==> config.mk <==
export PLATFORM = sky130hd
export DESIGN_NAME = kernel_buffer_loader
export DESIGN_NICKNAME = d
export VERILOG_FILES = /design/src/rtl/kernel_buffer_loader_pkg.sv /design/src/rtl/kernel_buffer_loader_addr_counter.sv /design/src/rtl/kernel_buffer_loader.sv
export SDC_FILE = /design/constraint.sdc
export NUM_CORES = 1
export LEC_CHECK = 0
export BUFFER_PORTS_ARGS = -buffer_cell sky130_fd_sc_hd__buf_2
export CAP_MARGIN = 15
export CORE_UTILIZATION = 40
export CTS_BUF_LIST = sky130_fd_sc_hd__clkbuf_4 sky130_fd_sc_hd__clkbuf_8
export DETAILED_ROUTE_END_ITERATION = 16
export PLACE_DENSITY = 0.61
export SKIP_CTS_REPAIR_TIMING = 1
export SLEW_MARGIN = 20
export SYNTH_ARGS = -nofsm -noshare
export SYNTH_HDL_FRONTEND = slang
export SYNTH_SLANG_ARGS = --single-unit
==> constraint.sdc <==
create_clock -name CLK -period 3.33 [get_ports CLK]
set_input_delay 0.1665 -clock CLK [delete_from_list [all_inputs] [get_ports CLK]]
set_output_delay 0.1665 -clock CLK [all_outputs]
set_load 0.005 [all_outputs]
==> src/rtl/kernel_buffer_loader_pkg.sv <==
// Shared definitions for the kernel buffer write-side loader.
// Holds the io bus field layout helpers and the loader FSM state encoding.
// Field positions are functions of (W, depth) so every module derives identical offsets.
package kernel_buffer_loader_pkg;

    // Loader FSM states: waiting for start, accepting words, final write in flight.
    typedef enum logic [1:0] {
        ST_IDLE = 2'd0,
        ST_LOAD = 2'd1,
        ST_LAST = 2'd2
    } state_t;

    // Default geometry of the kernel buffer.
    localparam int DEF_DEPTH = 2;
    localparam int DEF_A     = 7;
    localparam int DEF_W     = 16;

    // io bus layout: {ioSelect, ioWrite, ioBankSelect[depth], data[W]}.
    localparam int IO_DATA_LSB = 0;

    function automatic int io_width(input int w, input int depth);
        return w + depth + 2;
    endfunction

    function automatic int io_bank_lsb(input int w);
        return w;
    endfunction

    function automatic int io_write_bit(input int w, input int depth);
        return w + depth;
    endfunction

    function automatic int io_select_bit(input int w, input int depth);
        return w + depth + 1;
    endfunction

endpackage

==> src/rtl/kernel_buffer_loader_addr_counter.sv <==
// Bank/row counter for the loader: captures base and row count, steps bank then row.
// Zero latency on outputs (registered counters, combinational address and last flag).
// No flow control of its own; the loader asserts incr only on an accepted word.
module kbl_addr_counter #(
    parameter int depth = 2,
    parameter int A     = 7
) (
    input  logic             clk,
    input  logic             rst_n,
    input  logic             clear,
    input  logic             incr,
    input  logic [A-1:0]     base_in,
    input  logic [A:0]       rows_in,
    output logic [depth-1:0] bank,
    output logic [A-1:0]     row_addr,
    output logic             last_word
);

    localparam int D = 1 << depth;
    localparam logic [depth-1:0] BANK_MAX = depth'(D - 1);
    localparam logic [depth-1:0] BANK_ONE = depth'(1);
    localparam logic [A:0]       ROW_ONE  = (A+1)'(1);

    logic [A-1:0]     base_q;
    logic [A:0]       rows_q;
    logic [A:0]       row_q;
    logic [depth-1:0] bank_q;

    // Capture load parameters on clear; otherwise advance bank, carrying into row on wrap.
    always_ff @(posedge clk) begin
        if (!rst_n) begin
            base_q <= '0;
            rows_q <= '0;
            row_q  <= '0;
            bank_q <= '0;
        end else if (clear) begin
            base_q <= base_in;
            rows_q <= rows_in;
            row_q  <= '0;
            bank_q <= '0;
        end else if (incr) begin
            bank_q <= bank_q + BANK_ONE;
            if (bank_q == BANK_MAX) begin
                row_q <= row_q + ROW_ONE;
            end
        end
    end

    // Row address wraps naturally by truncating the sum to A bits.
    always_comb begin
        bank      = bank_q;
        row_addr  = base_q + row_q[A-1:0];
        last_word = (bank_q == BANK_MAX) && (row_q == rows_q - ROW_ONE);
    end

endmodule

==> src/rtl/kernel_buffer_loader.sv <==
// Write-side sequencer: streams W-bit weights into D banks per row from a base address.
// One-cycle latency from accepted word to registered write on the io bus; done one cycle after last write.
// in_ready is high only in LOAD; the stream is stalled in IDLE and during the final write cycle.
module kernel_buffer_loader
    import kernel_buffer_loader_pkg::*;
#(
    parameter int depth = DEF_DEPTH,
    parameter int A     = DEF_A,
    parameter int W     = DEF_W
) (
    input  logic                 CLK,
    input  logic                 RESETn,
    input  logic                 start,
    input  logic [A-1:0]         base_addr,
    input  logic [A:0]           num_rows,
    input  logic [W-1:0]         in_data,
    input  logic                 in_valid,
    output logic                 in_ready,
    output logic [W+depth+1:0]   ioInputs,
    output logic [A-1:0]         address,
    output logic                 busy,
    output logic                 done
);

    localparam int IO_BANK_LSB   = io_bank_lsb(W);
    localparam int IO_WRITE_BIT  = io_write_bit(W, depth);
    localparam int IO_SELECT_BIT = io_select_bit(W, depth);

    state_t state, state_nxt;

    logic             io_sel;
    logic             io_wr;
    logic [depth-1:0] io_bank;
    logic [W-1:0]     io_dat;

    logic             handshake;
    logic             start_acc;
    logic [depth-1:0] cnt_bank;
    logic [A-1:0]     cnt_row_addr;
    logic             cnt_last;

    assign handshake = in_valid & in_ready;
    assign start_acc = (state == ST_IDLE) & start;

    kbl_addr_counter #(
        .depth (depth),
        .A     (A)
    ) u_addr_counter (
        .clk       (CLK),
        .rst_n     (RESETn),
        .clear     (start_acc),
        .incr      (handshake),
        .base_in   (base_addr),
        .rows_in   (num_rows),
        .bank      (cnt_bank),
        .row_addr  (cnt_row_addr),
        .last_word (cnt_last)
    );

    // State register.
    always_ff @(posedge CLK) begin
        if (!RESETn) begin
            state <= ST_IDLE;
        end else begin
            state <= state_nxt;
        end
    end

    // Next-state: a zero-row start completes without leaving IDLE.
    always_comb begin
        state_nxt = state;
        case (state)
            ST_IDLE: if (start && (num_rows != '0)) state_nxt = ST_LOAD;
            ST_LOAD: if (handshake && cnt_last)    state_nxt = ST_LAST;
            ST_LAST:                               state_nxt = ST_IDLE;
            default:                               state_nxt = ST_IDLE;
        endcase
    end

    // Combinational output: accept weights only while loading.
    always_comb begin
        in_ready = (state == ST_LOAD);
    end

    // Registered buffer-side outputs; data/bank/address hold between accepted words.
    always_ff @(posedge CLK) begin
        if (!RESETn) begin
            io_sel  <= 1'b0;
            io_wr   <= 1'b0;
            io_bank <= '0;
            io_dat  <= '0;
            address <= '0;
            busy    <= 1'b0;
            done    <= 1'b0;
        end else begin
            done <= 1'b0;
            case (state)
                ST_IDLE: begin
                    io_wr <= 1'b0;
                    if (start) begin
                        if (num_rows == '0) begin
                            done <= 1'b1;
                        end else begin
                            busy   <= 1'b1;
                            io_sel <= 1'b1;
                        end
                    end
                end
                ST_LOAD: begin
                    io_wr <= handshake;
                    if (handshake) begin
                        io_dat  <= in_data;
                        io_bank <= cnt_bank;
                        address <= cnt_row_addr;
                    end
                end
                ST_LAST: begin
                    io_sel <= 1'b0;
                    io_wr  <= 1'b0;
                    busy   <= 1'b0;
                    done   <= 1'b1;
                end
                default: begin
                    io_sel <= 1'b0;
                    io_wr  <= 1'b0;
                    busy   <= 1'b0;
                end
            endcase
        end
    end

    // Pack the io bus fields at their defined offsets.
    always_comb begin
        ioInputs                         = '0;
        ioInputs[IO_SELECT_BIT]          = io_sel;
        ioInputs[IO_WRITE_BIT]           = io_wr;
        ioInputs[IO_BANK_LSB +: depth]   = io_bank;
        ioInputs[IO_DATA_LSB +: W]       = io_dat;
    end

endmodule

==> metrics, run 1 <==
setup ws final=1120 ps; Max Clk Rate=452 MHz; Via-to-Cell Ratio=5.06; number of port buffers=64; Vias=2093; top-count cell post-synth=nand2_1; fin crit period=2210 ps; die area=6540 um2; TritonCTS clock tree=done; VDD IR-drop max=0.191 mV; Ports=65; layout cell share with drive strength beyond 1=23.0%; nets@finish=383; area of the multi-input gates=1290 um2; area leader, netlist=dfxtp_1; Setup Skew=14.0 ps; hold crit path type=in -> reg; Sink Count=55; Pleak=0.00125 uW; Syn-to-layout area delta=18.6%; placed cell count=406; final setup vio count=0; buffers from clock root to sink, at most=2; Power Density=432 nW/um2; Gate Count Post-Synth=280; Core Box Area=5960 um2; gr ovfl total=0; Final Power=1270 uW; dpl ws=1120 ps; Netlist cell types=43; Critical Path RT=3550 ps; Main synth FF type=dfxtp_1; number of flops mapped to enable cells by yosys=0; vias in the first global route=1834; GRT Util Overall=17.3%; row cnt=28; sequential area share after synthesis=44.3%; synth top area cells=dfxtp_1 44%, nand2_1 8.5%, a21boi_0 5.7%; setup TNS=0 ps; CP Launch Type=flop; first-pass GRT wire length=8.75 mm; number of remaining DRC errors=0; post-route design area=2950 um2; register area=1100 um2; synth cell count leaders=56 x nand2_1, 55 x dfxtp_1, 19 x a21boi_0; Detailed Route Iter0 Violations=118; clock latency on the worst-skew pair=320 ps; max_cap viols=0; Tcrit/Tclk final=66.4%; asr flop ratio synth=0%; arrival time worst endpoint=2430 ps; critical path peak fanout=6; Final Hold Viols=0; initial antenna violation count=0; CP Class=reg -> reg; placed inst area=2850 um2; wirelength, routed=5.26 mm; RePlAce Congestion=0.799; area of the mapped netlist=2490 um2; H-tree depth=2; Antenna Nets Post-Route=0; max_slew headroom=40.0%; status=finished, final reports clean; Worst Tran Pin Value=897 ps; r2r setup slk=1120 ps; synthesized flop and latch total=55; cell chosen for the clock root=clkbuf_8; largest net degree at the start of global routing=36; Initial Util=41.8%; syn_area_per_cell=8.88 um2; clock-pin slew on the worst setup and hold paths=110 ps; Die W=80.9 um; Mapped Nets=325; crit end category=flop; Die Y=80.9 um; Final Max Tran Viols=0; Ys Warns=0; RSZ-0062 raised after global routing=no; Num CTS Buffers=5; Finished Layout Cells=414; number of antenna diodes=0; HPWL after DPL=3.77 mm; Pre-antenna DRT Iters=4; Filler cells=614; WL/cell=12.7 um; Yosys top cell area share=44.3%
-- kinds of logic (layout without fill, tap and decap cells) --
| kind of cell | count (synthesis) | in the layout | share of synthesized area, % |
|---|---|---|---|
| compound gates | 70 | 70 | 20.2 |
| xor+xnor | 20 | 20 | 7.04 |
| fa+ha+maj | 10 | 10 | 5.33 |
| buf+inv | 23 | 82 | 3.77 |
| flops | 55 | 55 | 44.3 |
| simple gates | 102 | 102 | 19.4 |
-- through the flow --
stage	utilization (%)	hold slack (ps)
2_1_floorplan	-	275
3_3_place_gp	47.9	376
3_5_place_dp	47.9	378
4_1_cts	49.5	43.6
5_1_grt	49.5	43.5
6_report	49.5	52.0
-- per-layer routing --
layer / up-vias / wire [um] / global-route usage, %
met3: 6 / 318 / 4.04
met2: 60 / 2370 / 27.4
met4: 0 / 61 / 4.82
li1: 1086 / - / -
met1: 941 / 2510 / 23.4
met5: - / 0 / 0
-- worst max-delay path: stages (launching register included) --
cell	delay, ps
dfxtp_1	420
inv_1	80
ha_1	280
nor3b_2	190
xnor2_1	120
or4_1	400
a2111o_1	420
a31o_1	220
-- state kept, by name (all words and copies together), names as in the netlist --
name	count
io_bank	2
done	1
io_wr	1
u_addr_counter.bank	2
io_sel	1
u_addr_counter.row_q	8
u_addr_counter.base_q	7
io_dat	16
state	2
u_addr_counter.rows_q	8
address	7
-- worst paths after layout --
kind	startpoint	to	cells past startpoint
worst min register to register	io_dat[4]$_SDFFE_PN0P_	io_dat[4]$_SDFFE_PN0P_	2
worst min-delay path	base_addr[6]	u_addr_counter.base_q[6]$_SDFFE_PN0P_	2
worst max register to register	u_addr_counter.rows_q[0]$_SDFFE_PN0P_	state[0]$_SDFFE_PN0P_	7
worst max-delay path	u_addr_counter.rows_q[0]$_SDFFE_PN0P_	state[0]$_SDFFE_PN0P_	7
-- cell usage in the layout (no fill, tap or decap), types with 2 or more instances in the layout --
cell / n
dfxtp_1: 55
inv_1: 8
a211oi_1: 3
nand2b_1: 3
buf_4: 2
nand4b_1: 2
nor4_1: 3
nand3_1: 5
a31oi_1: 2
buf_2: 64
a21oi_1: 8
nand2_1: 56
clkbuf_8: 5
nand4_1: 3
o21a_1: 2
nor2_1: 11
a22o_1: 12
nor2b_1: 5
and2_1: 2
clkinv_4: 2
or3_1: 2
a21boi_0: 19
o21ai_0: 12
nor3_1: 3
xnor2_1: 10
o31a_1: 2
xor2_1: 10
ha_1: 9
a21o_1: 2
-- final cells by class --
class	instances	area share [%]
clock buffers	5	2.33
clock inverters	3	0.975
inverters	8	1.02
multi-input cells	202	43.8
flip-flops and latches	55	37.3
well taps	75	3.18
repair buffers	66	11.4
-- power by group --
| part | internal [uW] | switching (uW) |
|---|---|---|
| clock | 157 | 240 |
| combinational | 81.1 | 87.0 |
| sequential | 688 | 21.8 |
| total | 925 | 349 |
No activity file was read; power rests on OpenSTA's default activity.
==> inputs of run 2 (changes only) <==
--- a/config.mk
+++ b/config.mk
@@ -5,12 +5,13 @@
 export SDC_FILE = /design/constraint.sdc
 export NUM_CORES = 1
 export LEC_CHECK = 0
+export ABC_AREA = 1
 export BUFFER_PORTS_ARGS = -buffer_cell sky130_fd_sc_hd__buf_2
 export CAP_MARGIN = 15
 export CORE_UTILIZATION = 40
 export CTS_BUF_LIST = sky130_fd_sc_hd__clkbuf_4 sky130_fd_sc_hd__clkbuf_8
 export DETAILED_ROUTE_END_ITERATION = 16
-export PLACE_DENSITY = 0.61
+export PLACE_DENSITY = 0.63
 export SKIP_CTS_REPAIR_TIMING = 1
 export SLEW_MARGIN = 20
 export SYNTH_ARGS = -nofsm -noshare
==> constraint.sdc (replaced) <==
create_clock -name CLK -period 2 [get_ports CLK]
set_input_delay 0.1 -clock CLK [delete_from_list [all_inputs] [get_ports CLK]]
set_output_delay 0.1 -clock CLK [all_outputs]
set_load 0.005 [all_outputs]
==> run 2 against run 1 <==
  * Power increased by 80%
  * Utilization decreased by 0.32 points
  * Hold slack got worse by 38 ps
  * Wire length increased by 10%
  * Synthesized cell count increased by 28%
  * Count of clock-buffer cells in the layout unchanged
  * Cell area increased by 5.9%
  * Sequential share of layout area decreased by 2.1 points
  * First-iteration DRC count decreased by 15%
  * Critical path depth unchanged
==> metrics, run 2 <==
Reg-to-Reg End=address[4]$_SDFFE_PN0P_; Core Box Area=6350 um2; synth top area cells=dfxtp_1 42%, nand2_1 9.0%, nor2_1 9.0%; r2r setup slk=240 ps; worst r2r src=u_addr_counter.row_q[0]$_SDFFE_PP0P_; critical path peak fanout=4; synthesized flop and latch total=55; clock-pin slew on the worst setup and hold paths=100 ps; Pleak=0.00159 uW; final setup vio count=0; Syn-to-layout area delta=18.7%; clock power share=31.5%; fin crit period=1760 ps; Net Sw Frac=26.5%; Vias=2402; clock latency on the worst-skew pair=300 ps; syn_area_per_cell=7.34 um2; Ys Warns=0; Max Clk Rate=569 MHz; Worst Tran Pin Value=657 ps; area of the mapped netlist=2630 um2; Sink Count=55; Via-to-Cell Ratio=4.81; row cnt=29; area leader, netlist=dfxtp_1; TritonCTS clock tree=done; buffers from clock root to sink, at most=2; crit-path max cell delay=420 ps; Slowest-stage cell, CP=fa_1; H-tree depth=2; Netlist cell types=32; crit end category=flop; Layout Utilization=49.2%; gr ovfl total=0; Tcrit/Tclk final=87.8%; worst path bufs/invs=2; kind of cell adding the most delay to the critical path=adder cells; largest net degree at the start of global routing=27; arrival time worst endpoint=1950 ps; Critical Path RT=2200 ps; Setup Skew=9.81 ps; vias in the first global route=2267; hold endpoint=io_dat[12]$_SDFFE_PN0P_; wirelength, routed=5.81 mm; RSZ-0062 raised after global routing=no; max_cap viols=0; initial antenna violation count=0; WL/cell=11.6 um; Hold Crit Depth=3; Hold Startpoint=in_data[12]; CP Launch Type=flop; synth cell count leaders=63 x nand2_1, 63 x nor2_1, 55 x dfxtp_1; layout cell share with drive strength beyond 1=20.6%; Flop pwr share=52.4%; Initial Util=41.5%; number of port buffers=64; Power Density=732 nW/um2; Top reg by flops=io_dat; Die Y=83.1 um; cell chain of the critical path=ha_1 > inv_1 > fa_1 > o31ai_2 > xor2_1 > o21bai_1 > inv_1; Gate Count Post-Synth=359; internal power=1680 uW; status=finished, final reports clean; HPWL after DPL=4.33 mm; sequential area share after synthesis=41.8%; hold crit path type=in -> reg; most used cell, CP=inv_1; Pre-antenna DRT Iters=5; Ports=65; Final Max Tran Viols=0; first-pass GRT wire length=10.1 mm; number of flops mapped to enable cells by yosys=0; biggest regs=io_dat: 16 flops, u_addr_counter.row_q: 8 flops, u_addr_counter.rows_q: 8 flops; max_slew headroom=56.2%; Die W=83.1 um; asr flop ratio synth=0%; RePlAce Congestion=0.892; Gate power share=16.1%; die area=6910 um2; Detailed Route Iter0 Violations=100; max reg flops=16; nets@finish=467; Mapped Nets=404; setup TNS=0 ps; Main synth FF type=dfxtp_1; number of remaining DRC errors=0; number of antenna diodes=0; Yosys top cell area share=41.8%; most frequent cells in the layout=64 x buf_2, 63 x nor2_1, 63 x nand2_1; GRT Util Overall=17.6%; VDD IR-drop max=0.405 mV; CP Class=reg -> reg; cell chosen for the clock root=clkbuf_8; Num CTS Buffers=5; most common cell after layout, fill and taps aside=buf_2; R2R depth=7; Switch Pwr=608 uW; Final Hold Viols=0; Antenna Nets Post-Route=0
==> run 2: changes by cell type in the layout (fill, tap and decap cells not counted), moves of 7 or more <==
cell | previous run | this run
a21boi_0 | 19 | 0
inv_1 | 8 | 49
nand2_1 | 56 | 63
nand3_1 | 5 | 14
nor2_1 | 11 | 63
o21ai_0 | 12 | 32
xnor2_1 | 10 | 3
==> run 2: logic make-up (layout without fill, tap and decap cells) <==
family                     after synthesis  in the layout  share of synthesized area (%)
and+or+nand+nor                        157            157                           26.5
adders and majority gates               10             10                           5.04
buffers and inverters                   62            125                           9.50
AOI/OAI and AO/OA                       68             68                           14.9
xor gates and xnor gates                 7              7                           2.33
DFF                                     55             55                           41.8
==> run 2: metrics by stage <==
stage               instance area, um2  hold slack [ps]  std cells  setup WS [ps]  power (uW)
floorplan                         2630              213        359            388        1470
global placement                  3010              322        492            290        1590
detailed placement                3010              329        492            213        1590
CTS                               3120             9.67        499            210        2320
global route                      3130             10.2        499           74.3        2430
finish                            3130             13.6        499            243        2290
==> run 2: cell type report <==
class | instances | area, um2
multi-input cells | 242 | 1290
clock buffers | 5 | 68.8
repair buffers | 67 | 343
fillers | 670 | 3220
well taps | 77 | 96.3
flip-flops and latches | 55 | 1100
inverters | 51 | 191
clock inverters | 2 | 37.5
==> run 2: power groups by stage <==
stage	clock network, uW	registers [uW]	logic, uW
6_report	720	1200	369
3_3_place_gp	0	1220	364
3_5_place_dp	0	1220	371
5_1_grt	795	1210	423
2_1_floorplan	0	1220	243
4_1_cts	748	1200	372
==> run 2: metal layers <==
| layer | vias to the layer above | wire length (um) | track usage (%) | share of wire (%) |
|---|---|---|---|---|
| met3 | 4 | 182 | 3.08 | 3.1 |
| met5 | - | 0 | 0 | 0 |
| li1 | 1267 | - | - | - |
| met2 | 44 | 2740 | 28.6 | 47 |
| met4 | 0 | 38 | 5.80 | 0.65 |
| met1 | 1087 | 2860 | 23.5 | 49 |
==> run 2: worst max path at each step <==
stage | startpoint | endpoint | cells past startpoint
3_3_place_gp | u_addr_counter.row_q[0]$_SDFFE_PP0P_ | address[4]$_SDFFE_PN0P_ | 7
5_1_grt | u_addr_counter.row_q[0]$_SDFFE_PP0P_ | address[4]$_SDFFE_PN0P_ | 7
4_1_cts | u_addr_counter.row_q[0]$_SDFFE_PP0P_ | address[4]$_SDFFE_PN0P_ | 7
6_report | u_addr_counter.row_q[0]$_SDFFE_PP0P_ | address[4]$_SDFFE_PN0P_ | 7
2_1_floorplan | u_addr_counter.row_q[0]$_SDFFE_PP0P_ | address[4]$_SDFFE_PN0P_ | 7
3_5_place_dp | u_addr_counter.row_q[0]$_SDFFE_PP0P_ | address[4]$_SDFFE_PN0P_ | 7
==> run 2: worst min-delay path, cell delays in order <==
cell    delay (ps)
buf_2           70
nor2_1          30
nor2_1          80
==> inputs of run 3 (changes only) <==
--- a/config.mk
+++ b/config.mk
@@ -8,8 +8,11 @@
 export ABC_AREA = 1
 export BUFFER_PORTS_ARGS = -buffer_cell sky130_fd_sc_hd__buf_2
 export CAP_MARGIN = 15
+export CORE_ASPECT_RATIO = 1.2
+export CORE_MARGIN = 5
 export CORE_UTILIZATION = 40
 export CTS_BUF_LIST = sky130_fd_sc_hd__clkbuf_4 sky130_fd_sc_hd__clkbuf_8
+export CTS_CLUSTER_SIZE = 14
 export DETAILED_ROUTE_END_ITERATION = 16
 export PLACE_DENSITY = 0.63
 export SKIP_CTS_REPAIR_TIMING = 1
==> run 3 against run 2 <==
  * Power up 6.6%
  * First-iteration DRC count down 2.0%
  * Maximum frequency down 3.5%
  * Clock skew shrank 5.6 ps
  * Clock power rose by 20%
  * Via count is 1.2% higher
  * Flip-flop and latch count did not move
  * Combinational power increased by 1%
  * Critical path depth did not move
  * Global-route usage decreased by 2.9 points
  * Critical path type unchanged
  * Critical endpoint unchanged
  * Largest cell class unchanged
==> metrics, run 3 (synthesis results as in run 2) <==
Filler cells=674; Syn-to-layout area delta=21.0%; H-tree depth=2; hold crit path type=in -> reg; Die Y=98.9 um; Initial Util=41.1%; TritonCTS clock tree=done; Worst Tran Pin Value=432 ps; number of antenna diodes=0; arrival time worst endpoint=2030 ps; max reg flops=16; Final Max Tran Viols=0; placed inst area=3040 um2; kind of cell adding the most delay to the critical path=adder cells; layout cell share with drive strength beyond 1=20.9%; biggest regs=io_dat: 16 flops, u_addr_counter.row_q: 8 flops, u_addr_counter.rows_q: 8 flops; Detailed Route Iter0 Violations=98; Power Density=766 nW/um2; Antenna Nets Post-Route=0; internal power=1820 uW; hold_ws=6.50 ps; Gate power share=15.3%; Sink Count=55; final setup vio count=0; Final Hold Viols=0; RSZ-0062 raised after global routing=no; RePlAce Congestion=0.862; gr ovfl total=0; CP Launch Type=flop; Pleak=0.00161 uW; wirelength, routed=6.00 mm; initial antenna violation count=0; CP Class=reg -> reg; most used cell, CP=inv_1; post-route design area=3190 um2; Vias=2430; most common cell after layout, fill and taps aside=buf_2; Critical Path RT=2210 ps; fin crit period=1820 ps; Tcrit/Tclk final=91.0%; number of remaining DRC errors=0; Flop pwr share=49.2%; Core Box Area=6410 um2; worst path bufs/invs=2; crit-path max cell delay=400 ps; first-pass GRT wire length=10.2 mm; Ports=65; Num CTS Buffers=5; status=finished, final reports clean; max_cap viols=0; most frequent cells in the layout=64 x buf_2, 63 x nor2_1, 63 x nand2_1; HPWL after DPL=4.60 mm; cell chain of the critical path=ha_1 > inv_1 > fa_1 > o31ai_1 > xor2_1 > o21bai_1 > inv_1; die area=8310 um2; critical path peak fanout=4; number of port buffers=64; Slowest-stage cell, CP=dfxtp_1; WL/cell=11.7 um; setup TNS=0 ps; row cnt=32; largest net degree at the start of global routing=26; clock latency on the worst-skew pair=310 ps; nets@finish=470; vias in the first global route=2312; Max Clk Rate=549 MHz; Switch Pwr=622 uW; clock-pin slew on the worst setup and hold paths=100 ps; clock power share=35.5%; GRT Util Overall=14.7%; buffers from clock root to sink, at most=2; Net Sw Frac=25.5%; max_slew headroom=71.2%; Via-to-Cell Ratio=4.76; Setup Skew=4.17 ps; crit end category=flop; cell chosen for the clock root=clkbuf_8; VDD IR-drop max=0.474 mV; Top reg by flops=io_dat; Pre-antenna DRT Iters=4; Die W=84.1 um
run 3: cell count changes in the layout (fill, tap and decap cells not counted), sizes merged:
cell,delta
bufinv,+1
buf,+2
dlygate4sd3,+1
run 3: path summary, 6_finish.rpt:
check        slack, ps                               endpoint  cells past startpoint                                  from
max                180                address[4]$_SDFFE_PN0P_                      7  u_addr_counter.row_q[0]$_SDFFE_PP0P_
min                  7  u_addr_counter.base_q[2]$_SDFFE_PN0P_                      2                          base_addr[2]
max reg2reg        180                address[4]$_SDFFE_PN0P_                      7  u_addr_counter.row_q[0]$_SDFFE_PP0P_
min reg2reg        470                io_bank[0]$_SDFFE_PN0P_                      2               io_bank[0]$_SDFFE_PN0P_
run 3: power groups by stage:
stage          Clock (uW)  Sequential (uW)  Combinational (uW)
2_1_floorplan           0             1220                 243
3_3_place_gp            0             1220                 370
3_5_place_dp            0             1220                 376
4_1_cts               898             1200                 377
5_1_grt               934             1210                 433
6_report              867             1200                 373
run 3: routing by layer:
layer | GRT usage, % | up-vias | routed length, um
li1 | - | 1271 | -
met1 | 17.8 | 1085 | 2680
met2 | 25.3 | 67 | 2860
met3 | 4.10 | 7 | 398
met4 | 3.96 | 0 | 57
met5 | 0 | - | 0
run 3: final cells by class:
type	instances	area (um2)	area share, %
clock buffers	5	68.8	2.16
clock inverters	3	67.6	2.12
inverters	51	191	6.01
multi-input cells	242	1280	40.3
flip-flops and latches	55	1100	34.6
well taps	85	106	3.34
repair buffers	70	368	11.5
run 3: per-stage QoR:
step           util (%)  cells  worst slack (ps)  total power (uW)
4_1_cts            49.6    510               175              2480
5_1_grt            49.7    511              6.26              2580
3_5_place_dp       47.4    502               248              1600
2_1_floorplan         -    359               388              1470
3_3_place_gp       47.4    502               305              1590
6_report           49.7    511               180              2440
run 3: worst reg2reg max path, stage by stage, from the launching register on:
cell,delay [ps]
dfxtp_1,400
ha_1,220
inv_1,60
fa_1,400
o31ai_1,330
xor2_1,120
o21bai_1,140
inv_1,50
